## src/rtl/dwc_pkg.sv

```systemverilog
// Shared defaults for the command-path width converter.
// Narrow upstream command word and assembled wide beat widths.
package dwc_pkg;

   localparam int CMD_IN_W  = 32;
   localparam int CMD_OUT_W = 128;

endpackage

```

## src/rtl/dwc_cmd.sv

```systemverilog
// Command-path upsizer: packs CMD_WORD_NUMBER narrow words into one wide beat,
// little-endian (first accepted word lands in the least significant slot).
module dwc_cmd
   import dwc_pkg::*;
#(
   parameter int INPUT_DATA_WIDTH  = CMD_IN_W,
   parameter int OUTPUT_DATA_WIDTH = CMD_OUT_W,
   parameter int CMD_WORD_NUMBER   = OUTPUT_DATA_WIDTH / INPUT_DATA_WIDTH
) (
   input  logic                         clk,
   input  logic                         rst,
   input  logic                         fifo_cmd_valid,
   output logic                         fifo_cmd_ready,
   input  logic [INPUT_DATA_WIDTH-1:0]  fifo_cmd_wdata,
   output logic                         dwc_cmd_valid,
   input  logic                         dwc_cmd_ready,
   output logic [OUTPUT_DATA_WIDTH-1:0] dwc_cmd_wdata
);

   localparam int CW = (CMD_WORD_NUMBER > 1) ? $clog2(CMD_WORD_NUMBER) : 1;
   localparam logic [CW-1:0] LAST = CW'(CMD_WORD_NUMBER - 1);

   generate
      if (CMD_WORD_NUMBER < 1 ||
          (OUTPUT_DATA_WIDTH % INPUT_DATA_WIDTH) != 0 ||
          CMD_WORD_NUMBER != OUTPUT_DATA_WIDTH / INPUT_DATA_WIDTH) begin : g_bad_params
         $fatal(1, "dwc_cmd: CMD_WORD_NUMBER must equal OUTPUT_DATA_WIDTH/INPUT_DATA_WIDTH exactly");
      end
   endgenerate

   logic [CW-1:0]                cnt_q, cnt_d;
   logic                         vld_q, vld_d;
   logic [OUTPUT_DATA_WIDTH-1:0] beat_q, beat_d;
   logic                         acc_in, acc_out;

   // Ready depends only on registered valid and downstream ready, never on fifo_cmd_valid.
   assign fifo_cmd_ready = !vld_q || dwc_cmd_ready;
   assign acc_in         = fifo_cmd_valid && fifo_cmd_ready;
   assign acc_out        = vld_q && dwc_cmd_ready;
   assign dwc_cmd_valid  = vld_q;
   assign dwc_cmd_wdata  = beat_q;

   always_comb begin
      cnt_d  = cnt_q;
      vld_d  = vld_q;
      beat_d = beat_q;
      if (acc_out)
         vld_d = 1'b0;
      // A word accepted alongside a consumed beat always has cnt_q == 0,
      // so it naturally starts the next beat in slot 0.
      if (acc_in) begin
         beat_d[cnt_q*INPUT_DATA_WIDTH +: INPUT_DATA_WIDTH] = fifo_cmd_wdata;
         if (cnt_q == LAST) begin
            cnt_d = '0;
            vld_d = 1'b1;
         end else begin
            cnt_d = cnt_q + 1'b1;
         end
      end
   end

   always_ff @(posedge clk) begin
      if (rst) begin
         cnt_q  <= '0;
         vld_q  <= 1'b0;
         beat_q <= '0;
      end else begin
         cnt_q  <= cnt_d;
         vld_q  <= vld_d;
         beat_q <= beat_d;
      end
   end

endmodule

```

## config.mk

```make
export PLATFORM = sky130hd
export DESIGN_NAME = dwc_cmd
export DESIGN_NICKNAME = d
export VERILOG_FILES = /design/src/rtl/dwc_pkg.sv /design/src/rtl/dwc_cmd.sv
export SDC_FILE = /design/constraint.sdc
export NUM_CORES = 1
export LEC_CHECK = 0
export CORE_UTILIZATION = 47
export DETAILED_ROUTE_END_ITERATION = 16
export GPL_TIMING_DRIVEN = 1
export PLACE_DENSITY_LB_ADDON = 0.08
export SLEW_MARGIN = 10
export SYNTH_ARGS = -nofsm -noshare
export SYNTH_HDL_FRONTEND = slang
export SYNTH_SLANG_ARGS = --single-unit
```

## constraint.sdc

```tcl
create_clock -name clk -period 2.1 [get_ports clk]
set_input_delay 0.63 -clock clk [delete_from_list [all_inputs] [get_ports clk]]
set_output_delay 0.63 -clock clk [all_outputs]
set_load 0.02 [all_outputs]
```

# Yosys cells after proc, flatten, opt, wreduce, memory -nomap -nowiden
# Cells that the tools add are included.
# Widths: inputs -> output; s select.
[totals] reg_bits=131 out_inout_bits=130
[op_classes] addsub=2 n_reduce_logical=4 shifts=2 muxes=5 eq_ne=1
[ops] cell="$bwmux 128" n=1
[ops] cell="$shift 32x34->128 const A" n=1
[ops] cell="$shiftx 32x34->128" n=1
[ops] cell="$neg 7->34" n=1
[ops] cell="$mux 1" n=3
[ops] cell="$add 2x1->2 const B" n=1
[ops] cell="$eq 2x2->1 const B" n=1
[ops] cell="$logic_and 1x1->1" n=2
[ops] cell="$mux 2" n=1
[ops] cell="$logic_not 1->1" n=1
[ops] cell="$logic_or 1x1->1" n=1

# Logic depth before layout (Yosys ltp)
[depth] ltp_word=4 ltp_mapped=8

# Worst setup path before layout
# Ideal clock, no wire load.
[synth_path] path_kind="reg2reg" startpoint="register cnt_q[0]" endpoint="register beat_q[35], in the netlist dwc_cmd_wdata[35]" arrival_ns=1.728 stages_incl_launch_ff=7 t_required_ns=1.983 path_slack_ns=0.255 period_less_slack_ns=1.845 cell_sequence="dfxtp_1 > inv_1 > ha_1 > and3b_1 > buf_2 > and3_1 > a32o_1"
[synth_between] elab_chain_len=3
[synth_lines] element="start, declared" line="dwc_cmd.sv:31" text="logic [CW-1:0] cnt_q, cnt_d;"
[synth_lines] element="start signal, assigned" line="dwc_cmd.sv:68" text="cnt_q <= cnt_d;"
[synth_lines] element="$neg 7->34 (*)" line="dwc_cmd.sv:52" text="beat_d[cnt_q*INPUT_DATA_WIDTH +: INPUT_DATA_WIDTH] = fifo_cmd_wdata;"
[synth_lines] element="$shiftx 32x34->128 / $shift 32x34->128 (equally long branches)" line="dwc_cmd.sv:52"
[synth_lines] element="$bwmux 128 (*)" line="dwc_cmd.sv:52"
[synth_lines] element="end signal, assigned" line="dwc_cmd.sv:70" text="beat_q <= beat_d;"
[synth_lines] element="end, declared" line="dwc_cmd.sv:33" text="logic [OUTPUT_DATA_WIDTH-1:0] beat_q, beat_d;"
# Mark *: on every way between the ends. The rest lies on a longest branch, timed or not.
# A chain may end at the register's enable or synchronous reset.

# Worst setup path in the final report
[layout_path] startpoint="register beat_q[30], in the netlist dwc_cmd_wdata[30]" endpoint="output dwc_cmd_wdata[30]"
[layout_rtl] element="end, declared" line="dwc_cmd.sv:17" text="output logic [OUTPUT_DATA_WIDTH-1:0] dwc_cmd_wdata"
# No word-level cell between the ends.

==> out/qor.yml <==
outcome:
  status: "finished clean"
clock_tree:
  cts_hold_buf: 0
  numCtsBuffers: 17
  cts_htree_levels: 4
  cts_tree: "yes"
  cts_root_buf: "clkbuf_16"
  clkSlewWorstSetupHoldPaths_ns: 0.06
  clock_latency_ns: 0.41
  cts.sinks: 131
  cts_max_path_buffers: 2
synthesis:
  netlist-cell-type-count: 25
  yosys_warnings: 0
  synth_seq_cells: 131
  synth_most_common_cell: "dfxtp_1"
  ys.flop_type: "dfxtp_1"
  synth_cells: 631
  synth.largest_area_cell: "dfxtp_1"
  ys_async_sr_fraction: 0
  synth.area.top_cells: "dfxtp_1 48%, nand4_1 14%, o21ai_0 12%"
  ys_top_cells_by_count: "131 x dfxtp_1, 126 x o21ai_0, 125 x a21oi_1"
  synth_edf_count: 0
  synthesis.nets: 673
  synth.top_cell.area_share: 0.480
  netlist_area_mm2: 0.00546
  avgSynthCellArea_um2: 8.65
  seq_area_frac_synth: 0.480
drt:
  drt-total-wl_um: 17300
  drt-initial-drc-count: 458
  top_layer_used: "met4"
  wl_per_cell_um: 18.8
  vias_per_cell: 6.13
  met3WireLength_um: 1270
  vias: 5650
  drt_pass1_iterations: 5
  ant_nets: 0
  m1WireLength_um: 7210
  drc: 0
  wl_met2_um: 8430
floorplanning:
  ioPinCount: 166
  fp-row-count: 38
  initial_utilization: 0.493
  coreArea_mm2: 0.0111
  fp.dieW_um: 110
  die_h_um: 110
  fp.dieArea_mm2: 0.0121
finish:
  instances_no_fill: 922
  fill_cells: 909
  num_antenna_cells: 0
  finalNetCount: 811
  fin_util: 0.705
  layout-drive-gt1-share: 0.0985
  area_growth_pct: 43.1
power_and_ir_drop:
  cellPowerDensity_mw_per_mm2: 806
  p_int_uw: 4830
  p_clk_frac: 0.506
  swShare: 0.233
  peakVddDrop_mv: 0.684
  leakage_uw: 0.00256
  comb_power_share: 0.090
  finalPower_uw: 6300
  seq_power_share: 0.404
  switchingPower_uw: 1470
placement:
  place_ws_ns: -0.395
  placement.io_buffers: 165
  hpwlAfterDp_um: 11400
  post-place-cells: 889
  gp_congestion: 0.816
sta:
  slew_viol_final: 0
  timing.hold.ws_ns: 0.472
  clock_skew_ns: 0.00815
  relSlewSlack: 0.669
  worst_slew_pin_slew_ns: 0.496
  fmax_mhz: 491
  post-route-min-period_ns: 2.04
  rsz0062_at_grt: "false"
  worst_slack_ns: 0.0621
  period_share: 0.970
  final-setup-viol-count: 0
  hold_violations: 0
worst_setup_path:
  setup.worst_path.start: "dwc_cmd_wdata[30]$_SDFFE_PP0P_"
  worst-path-buf-inv: 1
  worstReg2RegStart: "cnt_q[1]$_SDFFE_PP0P_"
  crit_path_end_kind: "output pin"
  crit_required_ns: 1.47
  cp_max_fo: 2
  slowest_stage: "clkdlybuf4s50_1"
  critical_path.top_delay_family: "buffers and inverters"
  cpPeakStageDelay_ns: 0.63
  start_kind: "flop"
  crit_chain: "clkdlybuf4s50_1"
  worstPathArrival_ns: 1.41
  path_class: "reg -> out"
grt:
  grt_max_degree: 74
  antenna_found_initial: 0
  grtUsageTotal: 0.294
  grt_pass1_wl_um: 27300
  grt_pass1_vias: 5442
  gr-total-overflow: 0
job:
  drv_cap: 0
worst_hold_path:
  worstHoldStart: "dwc_cmd_wdata[63]$_SDFFE_PP0P_"
  hold_class: "reg -> reg"
[worst paths after layout]
path / to / slack, ns / depth (start not counted)
setup / recovery: dwc_cmd_wdata[30] / 0.06 / 1
hold / removal: dwc_cmd_wdata[63]$_SDFFE_PP0P_ / 0.47 / 2
setup reg to reg: dwc_cmd_wdata[79]$_SDFFE_PP0P_ / 0.11 / 6
hold reg to reg: dwc_cmd_wdata[63]$_SDFFE_PP0P_ / 0.47 / 2
[per-stage QoR]
stage,instance area (µm²),setup TNS [ns]
floorplan,5460,0
global route,7810,0
detailed placement,7150,-29.39
finish,7810,0
CTS,7800,0
global placement,7150,-24.49
[timing repair]
action,in CTS,in global routing
gates resized for setup,5,4
pin swaps,0,0
endpoints found under the setup margin,1,11
buffers inserted,1,0
[per-layer routing]
metal,GRT usage,up-vias
li1,-,2639
met1,0.374,2701
met3,0.0599,30
met2,0.481,280
met5,0,-
met4,0.130,0
[placed cells by master, fill, tap and decap left out, drive strengths merged]
master,netlist,layout
nand2,9,9
nor2b,1,1
and3b,1,1
o21ai,126,126
clkinv,0,2
buf,44,39
dlymetal6s2s,0,1
inv,5,7
clkdlybuf4s50,0,162
ha,6,6
a21oi,125,125
nor4b,1,1
clkinvlp,0,3
nor3b,5,5
nor2,1,1
and2,4,4
or4,1,1
clkbuf,40,22
nand4,124,124
and3,2,2
dfxtp,131,131
nand3,1,1
bufinv,0,4
a32o,4,4
[layout make-up]
type | count | area, µm² | share of cell area
Sequential cell | 131 | 2620 | 0.336
Timing Repair Buffer | 203 | 2010 | 0.257
Clock buffer | 21 | 470 | 0.0602
Multi-Input combinational cell | 411 | 2340 | 0.300
Clock inverter | 11 | 174 | 0.0223
Tap cell | 140 | 175 | 0.0224
Inverter | 5 | 21.3 | 0.00272
[registers in the layout, indices dropped and copies added (netlist names)]
register,flops
dwc_cmd_valid,1
dwc_cmd_wdata,128
cnt_q,2
[logic make-up (layout without fill, tap and decap cells)]
kind of cell | count (synthesis) | after routing | share of synthesized area
compound gates | 255 | 255 | 0.237
fa+ha+maj | 6 | 6 | 0.0137
buf+inv | 89 | 240 | 0.0921
flops | 131 | 131 | 0.480
simple gates | 150 | 150 | 0.176
[worst reg2reg max path, delay by kind of cell (launching register included)]
kind	cells	cell delay (ns)
AOI/OAI and AO/OA	1	0.20
adders and majority gates	1	0.47
buffers and inverters	2	0.40
DFF	1	0.39
and+or+nand+nor	2	0.44
[power by group through the flow]
| stage | clock network (µW) | logic (µW) | registers, µW |
|---|---|---|---|
| after floorplan | 0 | 245 | 2640 |
| after global placement | 0 | 547 | 2600 |
| after detailed placement | 0 | 557 | 2600 |
| after CTS | 3240 | 559 | 2540 |
| after global routing | 3340 | 603 | 2550 |
| final | 3190 | 565 | 2550 |
(Power assumes the default switching activity.)
